==> src/rtl/flobuffer_multi_if.sv <==
// Handshake/bus bundle for flobuffer_multi: push side, direct/flush controls,
// strobe output and FIFO status.
interface flobuffer_multi_if #(
    parameter int DATA_W  = 16,
    parameter int DELAY_W = 7,
    parameter int DEPTH   = 4
);
    localparam int LVL_W = $clog2(DEPTH + 1);

    logic [DATA_W-1:0]  data_i;
    logic [DELAY_W-1:0] delay_i;
    logic               valid_i;
    logic               direct_i;
    logic               flush_i;
    logic [DATA_W-1:0]  data_o;
    logic               stb_o;
    logic               empty_o;
    logic               full_o;
    logic               err_o;
    logic [LVL_W-1:0]   level_o;
    logic               busy_o;

    modport master (
        output data_i, delay_i, valid_i, direct_i, flush_i,
        input  data_o, stb_o, empty_o, full_o, err_o, level_o, busy_o
    );

    modport slave (
        input  data_i, delay_i, valid_i, direct_i, flush_i,
        output data_o, stb_o, empty_o, full_o, err_o, level_o, busy_o
    );
endinterface

==> src/rtl/flobuffer_multi.sv <==
// Delay FIFO: queues {delay, data} words and replays each as a one-cycle strobe
// after its programmed delay, with flush, direct bypass and registered status.
module flobuffer_multi #(
    parameter int DATA_W  = 16,
    parameter int DELAY_W = 7,
    parameter int DEPTH   = 4
) (
    input  logic              clk,
    input  logic              rst,
    flobuffer_multi_if.slave  bus
);
    localparam int PTR_W = $clog2(DEPTH);
    localparam int LVL_W = $clog2(DEPTH + 1);
    localparam int ENT_W = DELAY_W + DATA_W;

    localparam logic [PTR_W-1:0]   PTR_ONE   = {{(PTR_W-1){1'b0}}, 1'b1};
    localparam logic [LVL_W-1:0]   LVL_ONE   = {{(LVL_W-1){1'b0}}, 1'b1};
    localparam logic [LVL_W-1:0]   LVL_ZERO  = {LVL_W{1'b0}};
    localparam logic [LVL_W-1:0]   LVL_FULL  = LVL_W'(DEPTH);
    localparam logic [DELAY_W-1:0] CNT_ONE   = {{(DELAY_W-1){1'b0}}, 1'b1};
    localparam logic [DELAY_W-1:0] CNT_ZERO  = {DELAY_W{1'b0}};

    typedef enum logic [1:0] {
        IDLE = 2'b00,
        LOAD = 2'b01,
        WAIT = 2'b10
    } state_t;

    logic [ENT_W-1:0]   mem [DEPTH];
    logic [PTR_W-1:0]   wr_ptr_r, rd_ptr_r;
    logic [LVL_W-1:0]   count_r, count_next_s;
    logic               empty_r, full_r, err_r, busy_r;
    state_t             state_r, state_next_s;
    logic [DELAY_W-1:0] cnt_r, cnt_next_s;
    logic [DATA_W-1:0]  hold_r, hold_next_s;
    logic [DATA_W-1:0]  data_r, fifo_data_s;
    logic               stb_r, fifo_stb_s;
    logic               direct_pend_r;
    logic [DATA_W-1:0]  direct_data_r;
    logic               push_s, pop_s;
    logic [DELAY_W-1:0] head_delay_s;
    logic [DATA_W-1:0]  head_data_s;

    // Rejection is decided on the registered full flag, so a same-cycle pop never rescues a push.
    assign push_s       = bus.valid_i & ~full_r & ~bus.flush_i;
    assign pop_s        = (state_r == LOAD) & (count_r != LVL_ZERO) & ~bus.flush_i;
    assign head_delay_s = mem[rd_ptr_r][ENT_W-1:DATA_W];
    assign head_data_s  = mem[rd_ptr_r][DATA_W-1:0];

    // Occupancy after this edge's push/pop (or flush).
    always_comb begin
        count_next_s = count_r;
        if (bus.flush_i) begin
            count_next_s = LVL_ZERO;
        end else begin
            case ({push_s, pop_s})
                2'b10:   count_next_s = count_r + LVL_ONE;
                2'b01:   count_next_s = count_r - LVL_ONE;
                default: count_next_s = count_r;
            endcase
        end
    end

    // Output engine next-state, delay counter and scheduled strobe.
    always_comb begin
        state_next_s = state_r;
        cnt_next_s   = cnt_r;
        hold_next_s  = hold_r;
        fifo_stb_s   = 1'b0;
        fifo_data_s  = hold_r;
        case (state_r)
            IDLE: begin
                if (count_r != LVL_ZERO) begin
                    state_next_s = LOAD;
                end else begin
                    state_next_s = IDLE;
                end
            end
            LOAD: begin
                if (count_r == LVL_ZERO) begin
                    state_next_s = IDLE;
                end else if (head_delay_s == CNT_ZERO) begin
                    fifo_stb_s   = 1'b1;
                    fifo_data_s  = head_data_s;
                    state_next_s = (count_next_s != LVL_ZERO) ? LOAD : IDLE;
                end else begin
                    hold_next_s  = head_data_s;
                    cnt_next_s   = head_delay_s;
                    state_next_s = WAIT;
                end
            end
            WAIT: begin
                cnt_next_s = cnt_r - CNT_ONE;
                if (cnt_r <= CNT_ONE) begin
                    fifo_stb_s   = 1'b1;
                    cnt_next_s   = CNT_ZERO;
                    state_next_s = (count_next_s != LVL_ZERO) ? LOAD : IDLE;
                end else begin
                    state_next_s = WAIT;
                end
            end
            default: begin
                state_next_s = IDLE;
                cnt_next_s   = CNT_ZERO;
            end
        endcase
        if (bus.flush_i) begin
            state_next_s = IDLE;
            cnt_next_s   = CNT_ZERO;
            fifo_stb_s   = 1'b0;
        end else begin
            fifo_stb_s   = fifo_stb_s;
        end
    end

    // FIFO storage; contents are only meaningful between the pointers, so no reset.
    always_ff @(posedge clk) begin
        if (push_s) begin
            mem[wr_ptr_r] <= {bus.delay_i, bus.data_i};
        end
    end

    // Pointers, status flags, engine state and output registers.
    always_ff @(posedge clk or posedge rst) begin
        if (rst) begin
            wr_ptr_r      <= {PTR_W{1'b0}};
            rd_ptr_r      <= {PTR_W{1'b0}};
            count_r       <= LVL_ZERO;
            empty_r       <= 1'b1;
            full_r        <= 1'b0;
            err_r         <= 1'b0;
            busy_r        <= 1'b0;
            state_r       <= IDLE;
            cnt_r         <= CNT_ZERO;
            hold_r        <= {DATA_W{1'b0}};
            data_r        <= {DATA_W{1'b0}};
            stb_r         <= 1'b0;
            direct_pend_r <= 1'b0;
            direct_data_r <= {DATA_W{1'b0}};
        end else begin
            if (bus.flush_i) begin
                wr_ptr_r <= {PTR_W{1'b0}};
                rd_ptr_r <= {PTR_W{1'b0}};
            end else begin
                if (push_s) wr_ptr_r <= wr_ptr_r + PTR_ONE;
                if (pop_s)  rd_ptr_r <= rd_ptr_r + PTR_ONE;
            end
            count_r       <= count_next_s;
            empty_r       <= (count_next_s == LVL_ZERO);
            full_r        <= (count_next_s == LVL_FULL);
            err_r         <= bus.valid_i & full_r & ~bus.flush_i;
            busy_r        <= (state_next_s != IDLE);
            state_r       <= state_next_s;
            cnt_r         <= cnt_next_s;
            hold_r        <= hold_next_s;
            direct_pend_r <= bus.direct_i;
            direct_data_r <= bus.direct_i ? bus.data_i : direct_data_r;
            // The direct value wins a collision; the scheduled word is consumed unseen.
            if (direct_pend_r) begin
                data_r <= direct_data_r;
            end else if (fifo_stb_s) begin
                data_r <= fifo_data_s;
            end else begin
                data_r <= data_r;
            end
            stb_r <= direct_pend_r | fifo_stb_s;
        end
    end

    assign bus.data_o  = data_r;
    assign bus.stb_o   = stb_r;
    assign bus.empty_o = empty_r;
    assign bus.full_o  = full_r;
    assign bus.err_o   = err_r;
    assign bus.level_o = count_r;
    assign bus.busy_o  = busy_r;
endmodule

==> src/flat_wrapper.sv <==
// flat-port wrapper written by rule: the top's interface ports become plain ports
module flobuffer_multi_flat 
#(
    parameter int DATA_W  = 16,
    parameter int DELAY_W = 7,
    parameter int DEPTH   = 4
)
  (clk, rst, bus_data_i, bus_delay_i, bus_valid_i, bus_direct_i, bus_flush_i, bus_data_o, bus_stb_o, bus_empty_o, bus_full_o, bus_err_o, bus_level_o, bus_busy_o);
  flobuffer_multi_if #(.DATA_W(DATA_W), .DELAY_W(DELAY_W), .DEPTH(DEPTH)) bus_i ();
  input  logic clk;
  input  logic rst;
  input wire logic [$bits(bus_i.data_i)-1:0] bus_data_i;
  input wire logic [$bits(bus_i.delay_i)-1:0] bus_delay_i;
  input wire logic [$bits(bus_i.valid_i)-1:0] bus_valid_i;
  input wire logic [$bits(bus_i.direct_i)-1:0] bus_direct_i;
  input wire logic [$bits(bus_i.flush_i)-1:0] bus_flush_i;
  output wire logic [$bits(bus_i.data_o)-1:0] bus_data_o;
  output wire logic [$bits(bus_i.stb_o)-1:0] bus_stb_o;
  output wire logic [$bits(bus_i.empty_o)-1:0] bus_empty_o;
  output wire logic [$bits(bus_i.full_o)-1:0] bus_full_o;
  output wire logic [$bits(bus_i.err_o)-1:0] bus_err_o;
  output wire logic [$bits(bus_i.level_o)-1:0] bus_level_o;
  output wire logic [$bits(bus_i.busy_o)-1:0] bus_busy_o;
  assign bus_i.data_i = bus_data_i;
  assign bus_i.delay_i = bus_delay_i;
  assign bus_i.valid_i = bus_valid_i;
  assign bus_i.direct_i = bus_direct_i;
  assign bus_i.flush_i = bus_flush_i;
  assign bus_data_o = bus_i.data_o;
  assign bus_stb_o = bus_i.stb_o;
  assign bus_empty_o = bus_i.empty_o;
  assign bus_full_o = bus_i.full_o;
  assign bus_err_o = bus_i.err_o;
  assign bus_level_o = bus_i.level_o;
  assign bus_busy_o = bus_i.busy_o;
  flobuffer_multi #(.DATA_W(DATA_W), .DELAY_W(DELAY_W), .DEPTH(DEPTH)) u_core (.clk(clk), .rst(rst), .bus(bus_i));
endmodule
==> config.mk <==
export PLATFORM = sky130hd
export DESIGN_NAME = flobuffer_multi_flat
export DESIGN_NICKNAME = d
export VERILOG_FILES = /design/src/rtl/flobuffer_multi_if.sv /design/src/rtl/flobuffer_multi.sv /design/src/flat_wrapper.sv
export SDC_FILE = /design/constraint.sdc
export NUM_CORES = 1
export LEC_CHECK = 0
export CAP_MARGIN = 20
export CORE_MARGIN = 10
export CORE_UTILIZATION = 35
export DETAILED_ROUTE_END_ITERATION = 8
export GPL_ROUTABILITY_DRIVEN = 0
export PLACE_DENSITY = 0.55
export SLEW_MARGIN = 20
export SYNTH_ARGS = -nofsm -noshare
export SYNTH_HDL_FRONTEND = slang
export SYNTH_SLANG_ARGS = --single-unit
==> constraint.sdc <==
create_clock -name clk -period 3 [get_ports clk]
set_clock_uncertainty 0.2 [all_clocks]
set_input_delay 0.6 -clock clk [delete_from_list [all_inputs] [get_ports clk]]
set_output_delay 0.6 -clock clk [all_outputs]
set_load 0.03 [all_outputs]
==> out/summary.md, run 1 <==
- top_reg_cell synth: sky130_fd_sc_hd__edfxtp_1
- peak supply drop: 0.404 mV
- Post-Synthesis Cell Area: 6770 um2
- via count normalized by instance count: 4.99
- drc violations: 0
- power density of the placed cells: 659 nW/um2
- Combinational Power Share: 0.116
- most used cells in the layout excluding fill and tap cells: 92 x sky130_fd_sc_hd__edfxtp_1, 68 x sky130_fd_sc_hd__dfrtp_1, 50 x sky130_fd_sc_hd__clkdlybuf4s50_1, 30 x sky130_fd_sc_hd__mux2_2, 24 x sky130_fd_sc_hd__buf_4
- YS warnings: 0
- largest net degree at the start of global routing: 27
- endpoint kind of the worst setup timing path: register
- total CTS buffers: 17
- Max transition margin: 0.331
- fraction of registers with async set/reset: 0.432
- Avg Cell Area, Syn: 16.1 um2
- final setup vio count: 0
- maximum clock frequency: 348 MHz
- final critical path time including I/O delays and setup: 2.87 ns
- per-cell routed wire length: 18.8 um
- Post-Layout Inst Area: 8510 um2
- area added between synthesis and finish: 25.7%
- width of the die: 159 um
- required time reported for the critical path endpoint: 3.12 ns
- maximum fanout along the worst path: 3
- max-slew violations: 0
- endpoints failing hold: 0
- first-pass GRT wire length: 23,700 um
- aggregate routed wire length: 14,600 um
- vias in the first global route: 4,111
- max incr delay on CP: 0.48 ns
- launching element type of the critical path: primary input
- standard cell core area: 18,900 um2
- DP Wirelength: 9620 um
- routed vias: 3,873
- Tcrit/Tclk final: 0.957
- TritonCTS clock tree: yes
- leakage dissipation: 3.21 nW
- critical path's slowest cell: sky130_fd_sc_hd__clkdlybuf4s50_1
- synthesized netlist net count: 460
- standard-cell rows: 50
- hold slack final: 0.296 ns
- Clk network pwr share: 0.411
- most common cell after layout, fill and taps aside: sky130_fd_sc_hd__edfxtp_1
- Min-Delay Path Class: reg -> reg
- EDFF count, synth: 92
- Design Power: 5.61 mW
- count of routing violations after the opening detailed-route iteration: 231
- hold-fix buffers at CTS: 0
- number of iterations in the first detailed-routing pass: 4
- category of the critical setup timing path: in -> reg
- die outline height: 159 um
- Skew-Pair Late Insertion Delay: 0.42 ns
- Antenna Nets Post-Route: 0
- # IOs: 52
- Clock Tree Root: sky130_fd_sc_hd__clkbuf_16
- DP Area: 7840 um2
- destination of the worst hold path: u_core.hold_r[1]
- unrepaired setup endpoints after global routing: false
- worst slack, placed: -0.372 ns
- cell-internal power: 4.29 mW
- share of cells above drive strength 1: 0.246
- GRT Util Overall: 0.118
- gate count of the mapped netlist: 420
- r2r endpoint: u_core.state_r[0]
- die area: 25,300 um2
- worst hold path cell count: 1
- post-synthesis sequential area ratio: 0.667
- family with the most delay on the worst path: adder cells
- largest buffer count on any clock path: 2
- buffering stage count on the worst path with inverters included: 2
- number of input and output port buffers inserted: 51
- fraction of power consumed by sequential logic: 0.474
- Hold Crit Start: u_core.hold_r[1]
- H-Tree Level Count: 4
- status: complete, no violations
- count of nets after finishing: 543
- startpoint of the worst register-to-register path: u_core.state_r[0]
- Inserted Diodes: 0
- post-synthesis cell type count: 54
- flop and latch count out of synthesis: 162
- number of max-cap violations: 0
- Worst Reg2Reg Path Length in Cells: 10
- Initial Utilization: 0.358
- worst path cell trace: clkdlybuf4s50_1 > nor3b_2 > inv_1 > ha_1 > fa_1 > xnor2_1 > or3_1 > a21oi_2 > o22ai_1 > a211oi_1
- WP data arrival: 3.00 ns
- switching portion of total power: 0.235
- number of antenna violations at the first check in global routing: 0
- setup slack of the critical path after layout: 0.128 ns
- clk slew on worst S/H paths: 0.06 ns
- worst slew pin tran: 0.999 ns
- residual overflow from global routing: 0
- Switching Power: 1.32 mW
- fill count: 1,680
- reg-to-reg slack, setup: 0.21 ns
- TritonCTS sink count: 162
## power groups by stage
stage,clock network [mW],registers (mW),logic [mW]
after global routing,2.46,2.68,0.713
after CTS,2.35,2.66,0.660
after floorplan,0,2.74,0.354
final,2.30,2.66,0.650
after detailed placement,0,2.70,0.659
after global placement,0,2.69,0.642
## cell usage after synthesis, types with 10 or more instances
| cell type | count | share of area |
|---|---|---|
| sky130_fd_sc_hd__edfxtp_1 | 92 | 0.41 |
| sky130_fd_sc_hd__dfrtp_1 | 69 | 0.26 |
| sky130_fd_sc_hd__mux2_2 | 30 | 0.050 |
| sky130_fd_sc_hd__mux4_2 | 23 | 0.077 |
| sky130_fd_sc_hd__nor2b_1 | 19 | 0.018 |
| sky130_fd_sc_hd__a22oi_1 | 17 | 0.019 |
| sky130_fd_sc_hd__inv_1 | 17 | 0.0094 |
| sky130_fd_sc_hd__mux2i_1 | 17 | 0.025 |
| sky130_fd_sc_hd__nor2_1 | 15 | 0.0083 |
| sky130_fd_sc_hd__clkbuf_1 | 11 | 0.0061 |
| sky130_fd_sc_hd__ha_1 | 11 | 0.020 |
| sky130_fd_sc_hd__o21ai_1 | 10 | 0.0074 |
## layout make-up
class | instances | area (um2) | area share
sequential | 162 | 4520 | 0.531
inverter | 17 | 63.8 | 0.00750
timing repair buffer | 83 | 845 | 0.0993
tap | 260 | 325 | 0.0382
clock buffer | 17 | 425 | 0.0500
clock inverter | 15 | 208 | 0.0244
multi-input combinational | 222 | 2130 | 0.250
## registers in the layout, summed over array words and instances (netlist names), 2 cells and up
register              count
u_core.bus.data_o        16
u_core.bus.level_o        3
u_core.cnt_r              7
u_core.direct_data_r     16
u_core.hold_r            16
u_core.mem               92
u_core.rd_ptr_r           2
u_core.state_r            2
u_core.wr_ptr_r           2
## routing by layer
layer	up-vias	global-route usage	part of all wire
li1	1772	-	-
met2	63	0.193	0.51
met4	0	0.0476	0.017
met5	-	0	0
met3	15	0.0284	0.032
met1	2023	0.146	0.44
## stage by stage
step / instances / util / setup TNS [ns]
2_1_floorplan: 420 / - / 0
3_3_place_gp: 740 / 0.415 / -0.666
3_5_place_dp: 740 / 0.415 / -1.20
4_1_cts: 772 / 0.448 / 0
5_1_grt: 776 / 0.450 / 0
6_report: 776 / 0.450 / 0
## worst max path at each step
stage                          start                     to  slack, ns  depth (start not counted)
6_report                 bus_valid_i      u_core.state_r[0]       0.13                         10
5_1_grt                  bus_valid_i      u_core.bus.busy_o      0.008                         10
3_5_place_dp             bus_flush_i      u_core.state_r[0]      -0.37                         10
2_1_floorplan  u_core.bus.level_o[0]      u_core.bus.busy_o       0.04                          9
4_1_cts           u_core.rd_ptr_r[0]  u_core.bus.data_o[10]       0.03                          7
3_3_place_gp             bus_flush_i      u_core.bus.busy_o      -0.27                         10
## logic make-up (layout without fill, tap and decap cells)
kind of cell             count (synthesis)  in the layout  share of synthesized area
flip-flops                             162            162                      0.667
multiplexers                            72             72                      0.155
AND/OR/NAND/NOR                         68             68                     0.0577
AO/OA/AOI/OAI                           64             64                     0.0671
buffers and inverters                   36            132                     0.0220
adder cells (fa/ha/maj)                 12             12                     0.0233
XOR/XNOR                                 6              6                    0.00776
## worst reg2reg max path: cells and delay by family (launching register included)
family                     cells  cell delay [ns]
AOI/OAI and AO/OA              4             0.65
xor gates and xnor gates       1             0.15
adders and majority gates      3             0.88
DFF                            1             0.40
and+or+nand+nor                2             0.40
## timing repair
| item | 4_1_cts | 5_1_grt |
|---|---|---|
| gates resized for setup | 0 | 4 |
| endpoints found under the setup margin | 0 | 17 |
| setup buffers | 0 | 4 |
(Power assumes the default switching activity.)
==> inputs of run 2 (changes only) <==
PLACE_DENSITY = 0.57   (was 0.55)
==> run 2 against run 1 <==
  * Sequential share of layout area grew 0.14 points
  * Total power shrank 2.5%
  * Die area is the same
  * Hold slack lost 0.12 ns
  * First-iteration DRC count grew 23%
  * Clock power shrank 6%
  * Design area shrank 0.29%
  * Routed wire length shrank 2.3%
  * Largest power group unchanged
==> out/summary.md, run 2 (synthesis gave the netlist of run 1 again) <==
- critical path's slowest cell: sky130_fd_sc_hd__clkdlybuf4s50_1
- peak supply drop: 0.425 mV
- per-cell routed wire length: 18.3 um
- Tcrit/Tclk final: 0.940
- number of max-cap violations: 0
- leakage dissipation: 3.20 nW
- unrepaired setup endpoints after global routing: false
- # IOs: 52
- width of the die: 159 um
- clk slew on worst S/H paths: 0.07 ns
- Clk network pwr share: 0.396
- register with the highest flop count: u_core.mem
- hold-fix buffers at CTS: 0
- end-of-flow core utilization: 0.449
- residual overflow from global routing: 0
- fraction of power consumed by sequential logic: 0.485
- category of the critical setup timing path: in -> reg
- largest net degree at the start of global routing: 49
- worst path cell trace: clkdlybuf4s50_1 > nor3b_2 > inv_1 > ha_1 > fa_1 > xnor2_1 > or3_1 > a21oi_2 > o22ai_1 > a211oi_1
- aggregate routed wire length: 14,200 um
- family with the most delay on the worst path: adder cells
- first-pass GRT wire length: 23,200 um
- sum of negative setup slack: 0 ns
- power density of the placed cells: 645 nW/um2
- Max transition margin: 0.589
- Initial Utilization: 0.358
- Switching Power: 1.33 mW
- cell-internal power: 4.14 mW
- routed vias: 3,874
- most used cells in the layout excluding fill and tap cells: 92 x sky130_fd_sc_hd__edfxtp_1, 69 x sky130_fd_sc_hd__dfrtp_1, 51 x sky130_fd_sc_hd__clkdlybuf4s50_1, 30 x sky130_fd_sc_hd__mux2_2, 27 x sky130_fd_sc_hd__buf_4
- number of antenna violations at the first check in global routing: 0
- hold slack final: 0.176 ns
- number of flip-flops under the largest register name: 92
- total CTS buffers: 17
- share of cells above drive strength 1: 0.247
- WP data arrival: 2.95 ns
- H-Tree Level Count: 4
- area added between synthesis and finish: 25.4%
- drc violations: 0
- count of routing violations after the opening detailed-route iteration: 285
- status: complete, no violations
- endpoints failing hold: 0
- Clock Tree Root: sky130_fd_sc_hd__clkbuf_16
- maximum fanout along the worst path: 4
- die area: 25,300 um2
- number of iterations in the first detailed-routing pass: 4
- number of input and output port buffers inserted: 51
- Min-Delay Path Class: in -> async
- endpoint kind of the worst setup timing path: register
- max incr delay on CP: 0.48 ns
- count of nets after finishing: 545
- maximum clock frequency: 354 MHz
- standard cell core area: 18,900 um2
- Combinational Power Share: 0.119
- launching element type of the critical path: primary input
- vias in the first global route: 4,095
- DP Wirelength: 9150 um
- Skew-Pair Late Insertion Delay: 0.43 ns
- die outline height: 159 um
- max-slew violations: 0
- GRT Util Overall: 0.116
- TritonCTS clock tree: yes
- required time reported for the critical path endpoint: 3.13 ns
- worst slew pin tran: 0.614 ns
- final critical path time including I/O delays and setup: 2.82 ns
- largest buffer count on any clock path: 2
- most common cell after layout, fill and taps aside: sky130_fd_sc_hd__edfxtp_1
- standard-cell rows: 50
- Inserted Diodes: 0
- buffering stage count on the worst path with inverters included: 2
- via count normalized by instance count: 4.98
- switching portion of total power: 0.244
- TritonCTS sink count: 162
- final setup vio count: 0
- Antenna Nets Post-Route: 0
-- run 2: cell count changes in the layout (fill, tap and decap cells not counted), sizes merged --
cell	change
buf	+2
bufinv	-3
clkbuf	+3
clkdlybuf4s50	+1
clkinv	-4
clkinvlp	-1
dlymetal6s2s	-1
inv	+5
-- run 2: cell type report --
class / count / area [um2]
inverters: 17 / 63.8
flip-flops and latches: 162 / 4520
clock buffers: 20 / 468
repair buffers: 85 / 853
fillers: 1682 / 10400
multi-input cells: 222 / 2130
clock inverters: 12 / 133
well taps: 260 / 325
-- run 2: power groups by stage --
stage | sequential [mW] | combinational, mW | clock [mW]
5_1_grt | 2.68 | 0.716 | 2.31
2_1_floorplan | 2.74 | 0.354 | 0
3_3_place_gp | 2.69 | 0.649 | 0
6_report | 2.65 | 0.652 | 2.16
3_5_place_dp | 2.70 | 0.660 | 0
4_1_cts | 2.65 | 0.662 | 2.21
-- run 2: worst paths after layout --
check | from | endpoint | slack [ns] | cells after the start
max in group asynchronous | rst | u_core.bus.empty_o | 1.88 | 3
max | bus_flush_i | u_core.state_r[0] | 0.18 | 10
max reg2reg | u_core.rd_ptr_r[0] | u_core.cnt_r[6] | 0.24 | 6
min | rst | u_core.hold_r[2] | 0.18 | 2
min reg2reg | u_core.hold_r[1] | u_core.hold_r[1] | 0.29 | 1
min in group clk | u_core.hold_r[1] | u_core.hold_r[1] | 0.29 | 1
-- run 2: stage by stage --
step | setup WS (ns) | std cells | cell area, um2 | power, mW
CTS | 0.116 | 775 | 8460 | 5.53
global placement | -0.257 | 743 | 7860 | 3.34
detailed placement | -0.331 | 743 | 7860 | 3.36
floorplan | 0.0353 | 420 | 6790 | 3.09
global route | 0.0129 | 778 | 8480 | 5.70
finish | 0.179 | 778 | 8480 | 5.47
-- run 2: what timing repair did --
action	in CTS	in global routing
buffers inserted	0	3
endpoints found under the setup margin	0	2
gates resized for setup	0	1
-- run 2: metal layers --
metal,vias up,global-route usage,part of all wire,wire length (um)
li1,1776,-,-,-
met1,2010,0.139,0.43,6190
met2,71,0.196,0.51,7330
met3,17,0.0263,0.035,493
met4,0,0.0497,0.016,221
met5,-,0,0,0
==> inputs of run 3 (changes only) <==
TNS_END_PERCENT = 30   (was unset)
==> results of run 3 <==
No change in the layout: final DEF, timing and power equal those of run 2.
